$ cat config.mk
export PLATFORM = sky130hd
export DESIGN_NAME = rgb_pwm_fader
export DESIGN_NICKNAME = d
export VERILOG_FILES = /design/src/rtl/rgb_pwm_fader.sv
export SDC_FILE = /design/constraint.sdc
export NUM_CORES = 1
export LEC_CHECK = 0
export CELL_PAD_IN_SITES_DETAIL_PLACEMENT = 0
export CELL_PAD_IN_SITES_GLOBAL_PLACEMENT = 1
export CORE_MARGIN = 3
export CORE_UTILIZATION = 51
export DETAILED_ROUTE_END_ITERATION = 6
export DONT_BUFFER_PORTS = 1
export PLACE_DENSITY = 0.87
export SLEW_MARGIN = 20
export SYNTH_ARGS = -nofsm -noshare
export SYNTH_HDL_FRONTEND = slang
export SYNTH_SLANG_ARGS = --single-unit
export TNS_END_PERCENT = 1
$ cat constraint.sdc
create_clock -name CLK -period 3.2 [get_ports CLK]
set_input_delay 0.64 -clock CLK [delete_from_list [all_inputs] [get_ports CLK]]
set_output_delay 0.64 -clock CLK [all_outputs]
set_load 0.01 [all_outputs]
$ cat src/rtl/rgb_pwm_fader.sv
// Fades an on/off RGB color code into active-low per-channel PWM LED drive, one duty step per fade tick.
// Optional GAMMA_EN macro applies square-law correction to each channel's duty before the PWM compare.
module rgb_pwm_fader #(
  parameter int PWM_BITS   = 8,
  parameter int MAX_DUTY   = 255,
  parameter int FADE_TICKS = 12000
) (
  input  logic       CLK,
  input  logic       RST,
  input  logic [2:0] color_i,
  output logic       busy_o,
  output logic       LED_R,
  output logic       LED_G,
  output logic       LED_B
);

  localparam int TICK_W = (FADE_TICKS > 1) ? $clog2(FADE_TICKS) : 1;
  localparam logic [PWM_BITS-1:0] DUTY_MAX  = PWM_BITS'(MAX_DUTY);
  localparam logic [PWM_BITS-1:0] CNT_LAST  = '1;
  localparam logic [TICK_W-1:0]   TICK_LAST = TICK_W'(FADE_TICKS - 1);

  typedef enum logic {IDLE, FADING} state_t;

  state_t              state;
  state_t              state_next;
  logic [2:0]          color_q;
  logic [TICK_W-1:0]   tick_cnt;
  logic                tick;
  logic [PWM_BITS-1:0] pwm_cnt;
  logic                period_end;
  logic [PWM_BITS-1:0] duty     [3];
  logic [PWM_BITS-1:0] target   [3];
  logic [PWM_BITS-1:0] duty_eff [3];
  logic [PWM_BITS-1:0] shadow   [3];
  logic [2:0]          led_q;
  logic                mismatch;

  // Moves one count toward the target; never overshoots, so duty stays bounded by the target range.
  function automatic logic [PWM_BITS-1:0] step_toward(input logic [PWM_BITS-1:0] cur,
                                                      input logic [PWM_BITS-1:0] tgt);
    if (cur < tgt)
      return cur + PWM_BITS'(1);
    else if (cur > tgt)
      return cur - PWM_BITS'(1);
    else
      return cur;
  endfunction

`ifdef GAMMA_EN
  function automatic logic [PWM_BITS-1:0] gamma_sq(input logic [PWM_BITS-1:0] d);
    logic [2*PWM_BITS-1:0] sq;
    sq = {{PWM_BITS{1'b0}}, d} * {{PWM_BITS{1'b0}}, d};
    return PWM_BITS'(sq >> PWM_BITS);
  endfunction
`endif

  assign tick       = (tick_cnt == TICK_LAST);
  assign period_end = (pwm_cnt == CNT_LAST);

  always_comb begin
    mismatch = 1'b0;
    for (int k = 0; k < 3; k++) begin
      target[k] = color_q[k] ? DUTY_MAX : '0;
`ifdef GAMMA_EN
      duty_eff[k] = gamma_sq(duty[k]);
`else
      duty_eff[k] = duty[k];
`endif
      if (duty[k] != target[k])
        mismatch = 1'b1;
    end
  end

  // Stage: input color register and free-running timebases
  always_ff @(posedge CLK) begin
    if (RST) begin
      color_q  <= '0;
      tick_cnt <= '0;
      pwm_cnt  <= '0;
    end else begin
      color_q  <= color_i;
      tick_cnt <= tick ? '0 : tick_cnt + TICK_W'(1);
      pwm_cnt  <= pwm_cnt + PWM_BITS'(1);
    end
  end

  // Stage: duty ramp, and shadow latch at the period boundary (takes the pre-step duty on a coincident tick)
  always_ff @(posedge CLK) begin
    if (RST) begin
      for (int k = 0; k < 3; k++) begin
        duty[k]   <= '0;
        shadow[k] <= '0;
      end
    end else begin
      for (int k = 0; k < 3; k++) begin
        if (tick)
          duty[k] <= step_toward(duty[k], target[k]);
        if (period_end)
          shadow[k] <= duty_eff[k];
      end
    end
  end

  // Stage: registered active-low pin drive
  always_ff @(posedge CLK) begin
    if (RST) begin
      led_q <= '1;
    end else begin
      for (int k = 0; k < 3; k++)
        led_q[k] <= ~(pwm_cnt < shadow[k]);
    end
  end

  always_ff @(posedge CLK) begin
    if (RST)
      state <= IDLE;
    else
      state <= state_next;
  end

  always_comb begin
    state_next = state;
    busy_o     = 1'b0;
    case (state)
      IDLE: begin
        if (mismatch)
          state_next = FADING;
      end
      FADING: begin
        busy_o = 1'b1;
        if (!mismatch)
          state_next = IDLE;
      end
      default: state_next = IDLE;
    endcase
  end

  assign LED_R = led_q[2];
  assign LED_G = led_q[1];
  assign LED_B = led_q[0];

endmodule
==> impl_results.rst, run 1 <==
.. list-table::
   :header-rows: 1

   * - Metric
     - Value
   * - Cell Int Power
     - 1.547 mW
   * - Unrepaired setup endpoints after global routing
     - true
   * - Post-route fraction of the period consumed by the critical path
     - 94.73%
   * - Switch Pwr
     - 0.6327 mW
   * - Fill cell total of the finished layout
     - 767
   * - Hold Crit Class
     - input pin to register
   * - Number of DRC markers after the initial detailed-route iteration
     - 107
   * - Final hold vios
     - 0
   * - TritonCTS clock tree
     - yes
   * - Largest fanout on the critical path
     - 6
   * - Mean instance size in the synthesized netlist
     - 10.06 µm²
   * - Post-Synthesis Cell Area
     - 4677 µm²
   * - Number of nets in the layout
     - 555
   * - Warnings, synthesis
     - 0
   * - Number of sinks handled by clock tree synthesis
     - 77
   * - Data arrival time of the critical path
     - 3.13 ns
   * - Complex-gate fraction of the synthesized area
     - 10.46%
   * - Share of synthesized area spent on multiplexers
     - 0%
   * - Die H
     - 101.8 µm
   * - Worst-skew pair later-pin latency
     - 0.36 ns
   * - Post-detailed-route count of antenna-violating nets
     - 0
   * - Worst slew margin
     - 41.38%
   * - Total Die Area
     - 10360 µm²
   * - Count of boundary I/O pins
     - 9
   * - Gate power share
     - 17.0%
   * - CP Launch Type
     - register
   * - Area of combinational cells with multiple inputs
     - 2522 µm²
   * - Most area-hungry cell type in the Yosys netlist
     - edfxtp_1
   * - Global-route wire length before repair
     - 15080 µm
   * - Hold Path Origin
     - RST
   * - Result of the run
     - completed
   * - Leak
     - 2.135 nW
   * - Switching part of the total power
     - 29.02%
   * - Share of synthesized cell area in full adder, half adder and majority cells
     - 18.67%
   * - Power consumption
     - 2.180 mW
   * - Number of register bits inferred by synthesis
     - 77
   * - Total core area
     - 8806 µm²
   * - Hold-critical path depth
     - 1
   * - Antenna violations before repair
     - 1
   * - Minimum setup slack among reg-to-reg paths
     - 0.17 ns
   * - Share of total power in the clock network
     - 32.0%
   * - Xor-xnor portion of the synthesized cell area
     - 6.180%
   * - Fraction of the mapped netlist area in simple logic gates
     - 18.14%
   * - Number of unique standard cell types used by synthesis
     - 41
   * - Synth Instances
     - 465
   * - Most numerous cell in the Yosys netlist
     - ha_1
   * - Share of the synthesized area in the top cell type
     - 30.82%
   * - Sequential cell fraction of total power
     - 51.0%
   * - Largest net degree at the start of global routing
     - 27
   * - Top post-synthesis cells by area
     - edfxtp_1 31%, ha_1 17%, dfxtp_1 12%
   * - Classification of the worst setup path
     - register to register
   * - Worst Path Required
     - 3.30 ns
   * - Number of enable-type register cells in the synthesized netlist
     - 48
   * - Total overflow reported by the global router
     - 0
   * - Buffer levels on the longest clock path
     - 2
   * - Via count normalized by instance count
     - 5.513
   * - Total via count in the routed design
     - 3286
   * - IR drop worst, VDD
     - 0.0001894 V
   * - Total global-route track usage
     - 18.36%
   * - Worst Reg-to-Reg Cells
     - 11
   * - Area Growth Syn to Fin
     - 8.721%
   * - Max-slew violation count
     - 0
   * - DRC violation count after routing
     - 0
   * - Share of synthesized area occupied by flip-flops and latches
     - 43.23%
   * - TritonCTS Buffers
     - 9
   * - Total detailed-routing wirelength
     - 8660 µm
   * - Number of placed instances with taps included
     - 579
   * - Count of max-cap constraint violations
     - 0
   * - Largest family of logic cells by synthesized area
     - adder cells
   * - Post-synth top flop
     - edfxtp_1
   * - Clock input transition at the sequential cells of the worst setup and hold paths
     - 0.09 ns
   * - Post-CTS setup buffers
     - 0
   * - Effective utilization at floorplan
     - 53.11%
   * - Post-CTS Hold Fix Bufs
     - 0
   * - Transition time at the pin with the least slew margin
     - 0.8753 ns
   * - Synthesized Nets
     - 538
   * - Power per standard cell area
     - 428.7 nW/µm²
   * - Layout cells sized above 1
     - 8.624%
   * - # port buffers
     - 0
   * - Worst Skew
     - 0.01173 ns
   * - Share of synthesized flip-flops with an asynchronous set or reset
     - 0%
   * - Routability cong.
     - 0.8276
   * - R2R Path Start
     - duty[0][15]$_SDFFCE_PN0P_
   * - Endpoint of the most critical register-to-register path
     - duty[0][15]$_SDFFCE_PN0P_
   * - DP HPWL
     - 6612 µm
   * - Worst Setup End Kind
     - register
   * - Endpoint of the worst hold-timing path
     - state$_SDFF_PP0_
   * - Routed wirelength normalized by instance count
     - 14.53 µm
   * - Max Fclk
     - 329.9 MHz
   * - Detailed Routing Iterations Pass 1
     - 4
   * - Die Span X
     - 101.8 µm
   * - Number of setup violations in the final report
     - 0
   * - Cell at the root of the clock tree
     - clkbuf_8
   * - Final period demand of the worst path
     - 3.031 ns
   * - Post-route insts no fill
     - 596
   * - H-Tree Depth
     - 3
   * - Sequential Area
     - 2022 µm²
   * - Ranking of synthesized cells by instance count
     - 65 x ha_1, 59 x nor2_1, 48 x edfxtp_1
   * - Num rows
     - 34
   * - Vias in the first global route
     - 3349
-- routing by layer --
layer | GRT usage, % | vias to the layer above | share of wire, %
met5 | 0 | - | 0
met4 | 6.646 | 0 | 1.6
met3 | 2.824 | 10 | 3.0
met2 | 29.93 | 39 | 46
met1 | 24.84 | 1557 | 49
li1 | - | 1680 | -
-- layout by cell type (no fill, tap or decap), types with 5 or more instances in the layout --
cell      instances
a21o_1           10
a21oi_1          27
and2_1           20
and3_1            5
buf_4            13
clkbuf_8          9
dfxtp_1          29
edfxtp_1         48
ha_1             65
inv_1            32
nand2_1          24
nand2b_1          9
nand3_1          15
nand4_1          10
nor2_1           59
nor2b_1           6
nor3_1            8
o21ai_0          14
xnor2_1          20
xor2_1           13
-- registers in the layout, summed over array words and instances, names as in the netlist --
name / count
color_q: 3
duty: 24
led_q: 3
pwm_cnt: 8
shadow: 24
state: 1
tick_cnt: 14
-- worst max path at each step --
stage | from | cells after the start | slack (ns) | to
floorplan | duty[0][15]$_SDFFCE_PN0P_ | 11 | 0.29 | duty[0][15]$_SDFFCE_PN0P_
finish | duty[0][15]$_SDFFCE_PN0P_ | 11 | 0.17 | duty[0][15]$_SDFFCE_PN0P_
CTS | duty[0][15]$_SDFFCE_PN0P_ | 11 | 0.05 | duty[0][15]$_SDFFCE_PN0P_
detailed placement | color_q[2]$_SDFF_PP0_ | 12 | -0.0004 | duty[0][23]$_SDFFCE_PN0P_
global placement | duty[0][17]$_SDFFCE_PN0P_ | 11 | 0.13 | duty[0][23]$_SDFFCE_PN0P_
global route | duty[0][9]$_SDFFCE_PN0P_ | 12 | -0.02 | duty[0][15]$_SDFFCE_PN0P_
-- final cells by class --
| type | count | share of cell area (%) |
|---|---|---|
| multi-input cells | 348 | 49.61 |
| clock inverters | 7 | 1.132 |
| clock buffers | 9 | 2.436 |
| diodes | 1 | 0.04921 |
| flip-flops and latches | 77 | 39.76 |
| well taps | 108 | 2.657 |
| repair buffers | 13 | 1.919 |
| inverters | 33 | 2.436 |
-- through the flow --
step	cell area (µm²)	setup slack (ns)	setup TNS, ns	util (%)	hold WS [ns]
after floorplan	4677	0.2893	0	-	0.4374
after global placement	4878	0.1299	0	55.40	0.4543
after detailed placement	4878	-0.0003673	-0.0003673	55.40	0.4616
after CTS	5064	0.04827	0	57.50	0.3263
after global routing	5085	-0.02173	-0.02173	57.74	0.3210
final	5085	0.1686	0	57.74	0.3319
-- repair_timing --
item                                    4_1_cts  5_1_grt
cloned                                        0        0
endpoints found under the setup margin        1        5
resized for setup                             1        8
-- logic make-up after synthesis --
logic type | count (synthesis)
adder cells (fa/ha/maj) | 68
flip-flops | 77
XOR/XNOR | 33
AO/OA/AOI/OAI | 77
AND/OR/NAND/NOR | 170
buffers and inverters | 40
-- worst max-delay path, cell delays in order (launching register included) --
cell      delay [ns]
edfxtp_1        0.48
ha_1            0.34
nand2_1         0.09
o21ai_1         0.23
nand2b_1        0.24
ha_1            0.28
a211oi_2        0.22
nor2_1          0.09
or4_4           0.44
a31oi_4         0.18
xnor2_1         0.13
nor2_1          0.05
-- power by group through the flow --
stage	Sequential [mW]	Clock [mW]	Combinational [mW]
after floorplan	1.13	0	0.290
after global placement	1.13	0	0.344
after detailed placement	1.14	0	0.361
after CTS	1.11	0.710	0.365
after global routing	1.12	0.754	0.421
final	1.11	0.699	0.370
(Power assumes the default switching activity.)
==> run 2, diff against run 1 <==
--- a/config.mk
+++ b/config.mk
@@ -7,7 +7,7 @@
 export LEC_CHECK = 0
 export CELL_PAD_IN_SITES_DETAIL_PLACEMENT = 0
 export CELL_PAD_IN_SITES_GLOBAL_PLACEMENT = 1
-export CORE_MARGIN = 3
+export CORE_MARGIN = 2
 export CORE_UTILIZATION = 51
 export DETAILED_ROUTE_END_ITERATION = 6
 export DONT_BUFFER_PORTS = 1
==> constraint.sdc (replaced) <==
create_clock -name CLK -period 3.1 [get_ports CLK]
set_input_delay 0.62 -clock CLK [delete_from_list [all_inputs] [get_ports CLK]]
set_output_delay 0.62 -clock CLK [all_outputs]
set_load 0.01 [all_outputs]
==> impl_results.rst, run 2 (same netlist as run 1, synthesis figures left out) <==
.. list-table::
   :header-rows: 1

   * - Metric
     - Value
   * - Result of the run
     - completed
   * - Hold Crit Class
     - input pin to register
   * - Total detailed-routing wirelength
     - 8824 µm (+1.9%)
   * - Layout cells sized above 1
     - 11.73% (+3.1 points)
   * - Cell at the root of the clock tree
     - clkbuf_8
   * - CP Launch Type
     - register
   * - Post-CTS Hold Fix Bufs
     - 0 (unchanged)
   * - DP HPWL
     - 6709 µm (+1.5%)
   * - # port buffers
     - 0 (unchanged)
   * - Area Growth Syn to Fin
     - 11.56%
   * - Count of max-cap constraint violations
     - 0 (unchanged)
   * - Max Fclk
     - 341.2 MHz (+3.4%)
   * - Minimum setup slack among reg-to-reg paths
     - 0.17 ns (about the same)
   * - Buffer levels on the longest clock path
     - 2 (unchanged)
   * - Power per standard cell area
     - 432.2 nW/µm² (+0.81%)
   * - Post-route fraction of the period consumed by the critical path
     - 94.54% (-0.19 points)
   * - Largest fanout on the critical path
     - 7 (+1)
   * - Post-route insts no fill
     - 612 (+2.7%)
   * - Global-route wire length before repair
     - 14990 µm (-0.55%)
   * - Classification of the worst setup path
     - register to register
   * - Total Die Area
     - 9953 µm² (-3.9%)
   * - Number of setup violations in the final report
     - 0 (unchanged)
   * - Total via count in the routed design
     - 3295 (+0.27%)
   * - Number of placed instances with taps included
     - 593 (+2.4%)
   * - Data arrival time of the critical path
     - 3.03 ns (-0.10 ns)
   * - Count of boundary I/O pins
     - 9 (unchanged)
   * - IR drop worst, VDD
     - 0.0002004 V (+5.8%)
   * - Worst slew margin
     - 59.70% (+18 points)
   * - TritonCTS Buffers
     - 9 (unchanged)
   * - Total core area
     - 8806 µm² (unchanged)
   * - Transition time at the pin with the least slew margin
     - 0.6016 ns (-0.2736 ns)
   * - Worst Setup End Kind
     - register
   * - Detailed Routing Iterations Pass 1
     - 4 (unchanged)
   * - Routability cong.
     - 0.8916 (+7.7%)
   * - Num rows
     - 34 (unchanged)
   * - Final period demand of the worst path
     - 2.931 ns (-0.1006 ns)
   * - Number of sinks handled by clock tree synthesis
     - 77 (unchanged)
   * - Max-slew violation count
     - 0 (unchanged)
   * - TritonCTS clock tree
     - yes
   * - Clock input transition at the sequential cells of the worst setup and hold paths
     - 0.08 ns (about the same)
   * - Number of nets in the layout
     - 571 (+2.9%)
   * - Highest-count cells in the layout ignoring fill and taps
     - 64 x ha_1, 59 x nor2_1, 48 x edfxtp_1, 32 x inv_1
   * - Fill cell total of the finished layout
     - 734 (-4.3%)
   * - Worst Path Required
     - 3.20 ns (-0.10 ns)
   * - Effective utilization at floorplan
     - 53.11% (unchanged)
   * - Power consumption
     - 2.255 mW (+3.4%)
   * - Worst-skew pair later-pin latency
     - 0.35 ns (about the same)
   * - Most common cell after layout, fill and taps aside
     - ha_1
   * - Via count normalized by instance count
     - 5.384 (-2.3%)
   * - Worst Skew
     - 0.008386 ns (-0.003346 ns)
   * - Total global-route track usage
     - 19.12% (+0.76 points)
   * - Die Span X
     - 99.77 µm (-2.0%)
   * - Vias in the first global route
     - 3222 (-3.8%)
   * - Post-detailed-route count of antenna-violating nets
     - 0 (unchanged)
   * - H-Tree Depth
     - 3 (unchanged)
   * - Final hold vios
     - 0 (unchanged)
   * - Total overflow reported by the global router
     - 0 (unchanged)
   * - Die H
     - 99.77 µm (-2.0%)
   * - Largest net degree at the start of global routing
     - 27 (unchanged)
   * - Registers with the most flip-flops
     - duty (24), shadow (24), tick_cnt (14)
   * - Unrepaired setup endpoints after global routing
     - true
   * - Leak
     - 2.218 nW (+3.9%)
   * - Antenna violations before repair
     - 1 (unchanged)
   * - Routed wirelength normalized by instance count
     - 14.42 µm (-0.77%)
   * - Number of DRC markers after the initial detailed-route iteration
     - 102 (-4.7%)
   * - DRC violation count after routing
     - 0 (unchanged)
run 2: cell count changes in the layout (fill, tap and decap cells not counted), sizes merged:
| cell | change |
|---|---|
| clkinvlp | -1 |
| clkbuf | +1 |
| clkinv | +1 |
| buf | +16 |
| inv | -1 |
run 2: cell type report:
cell class              instances  area, µm²  share of cell area (%)
inverters                      33      123.9                   2.374
well taps                     108      135.1                   2.590
clock inverters                 6      43.79                  0.8393
multi-input cells             348       2535                   48.59
flip-flops and latches         77       2022                   38.75
diodes                          1      2.502                 0.04796
clock buffers                  10      137.6                   2.638
repair buffers                 29      217.7                   4.173
run 2: repair_timing:
action / in CTS / in global routing
endpoints found under the setup margin: 2 / 5
setup buffers: 0 / 2
cloned: 0 / 0
resized for setup: 2 / 8
run 2: worst max-delay path, stage by stage, from the launching register on:
cell and delay (ns):
dfxtp_1 0.35, inv_2 0.09, ha_1 0.32, a21oi_1 0.17, o21ai_1 0.12, nand2b_1 0.22, buf_4 0.16, ha_1 0.30
o21ai_0 0.09, nor2_1 0.08, or4_4 0.43, a31oi_4 0.17, xnor2_1 0.13, nor2_1 0.06
run 2: metrics by stage:
stage          cell area, µm²  TNS (ns)  setup WS, ns  util [%]  hold slack (ns)
2_1_floorplan            4677         0        0.1893         -           0.4374
3_3_place_gp             4984         0       0.08676     56.59           0.4541
3_5_place_dp             4984   -0.1138      -0.08233     56.59           0.4621
4_1_cts                  5172         0       0.07129     58.74           0.3091
5_1_grt                  5218  -0.02965      -0.02965     59.25           0.3104
6_report                 5218         0        0.1692     59.25           0.3256
run 2: routing by layer:
| layer | vias to the layer above | global-route usage (%) | part of all wire [%] |
|---|---|---|---|
| met1 | 1523 | 26.42 | 49 |
| met2 | 38 | 30.20 | 47 |
| met5 | - | 0 | 0 |
| li1 | 1724 | - | - |
| met3 | 10 | 3.162 | 3.2 |
| met4 | 0 | 7.482 | 1.5 |
run 2: final timing paths:
check / to / start / cells past startpoint
setup / recovery: duty[0][15]$_SDFFCE_PN0P_ / color_q[1]$_SDFF_PP0_ / 13
hold / removal: pwm_cnt[0]$_SDFF_PP0_ / RST / 1
hold reg to reg: tick_cnt[0]$_SDFF_PP0_ / tick_cnt[0]$_SDFF_PP0_ / 1
setup reg to reg: duty[0][15]$_SDFFCE_PN0P_ / color_q[1]$_SDFF_PP0_ / 13
run 2: power breakdown:
group          internal (mW)  total [mW]  switching (mW)
Combinational          0.190       0.400           0.210
Clock                  0.318       0.712           0.394
Sequential              1.12        1.14          0.0256
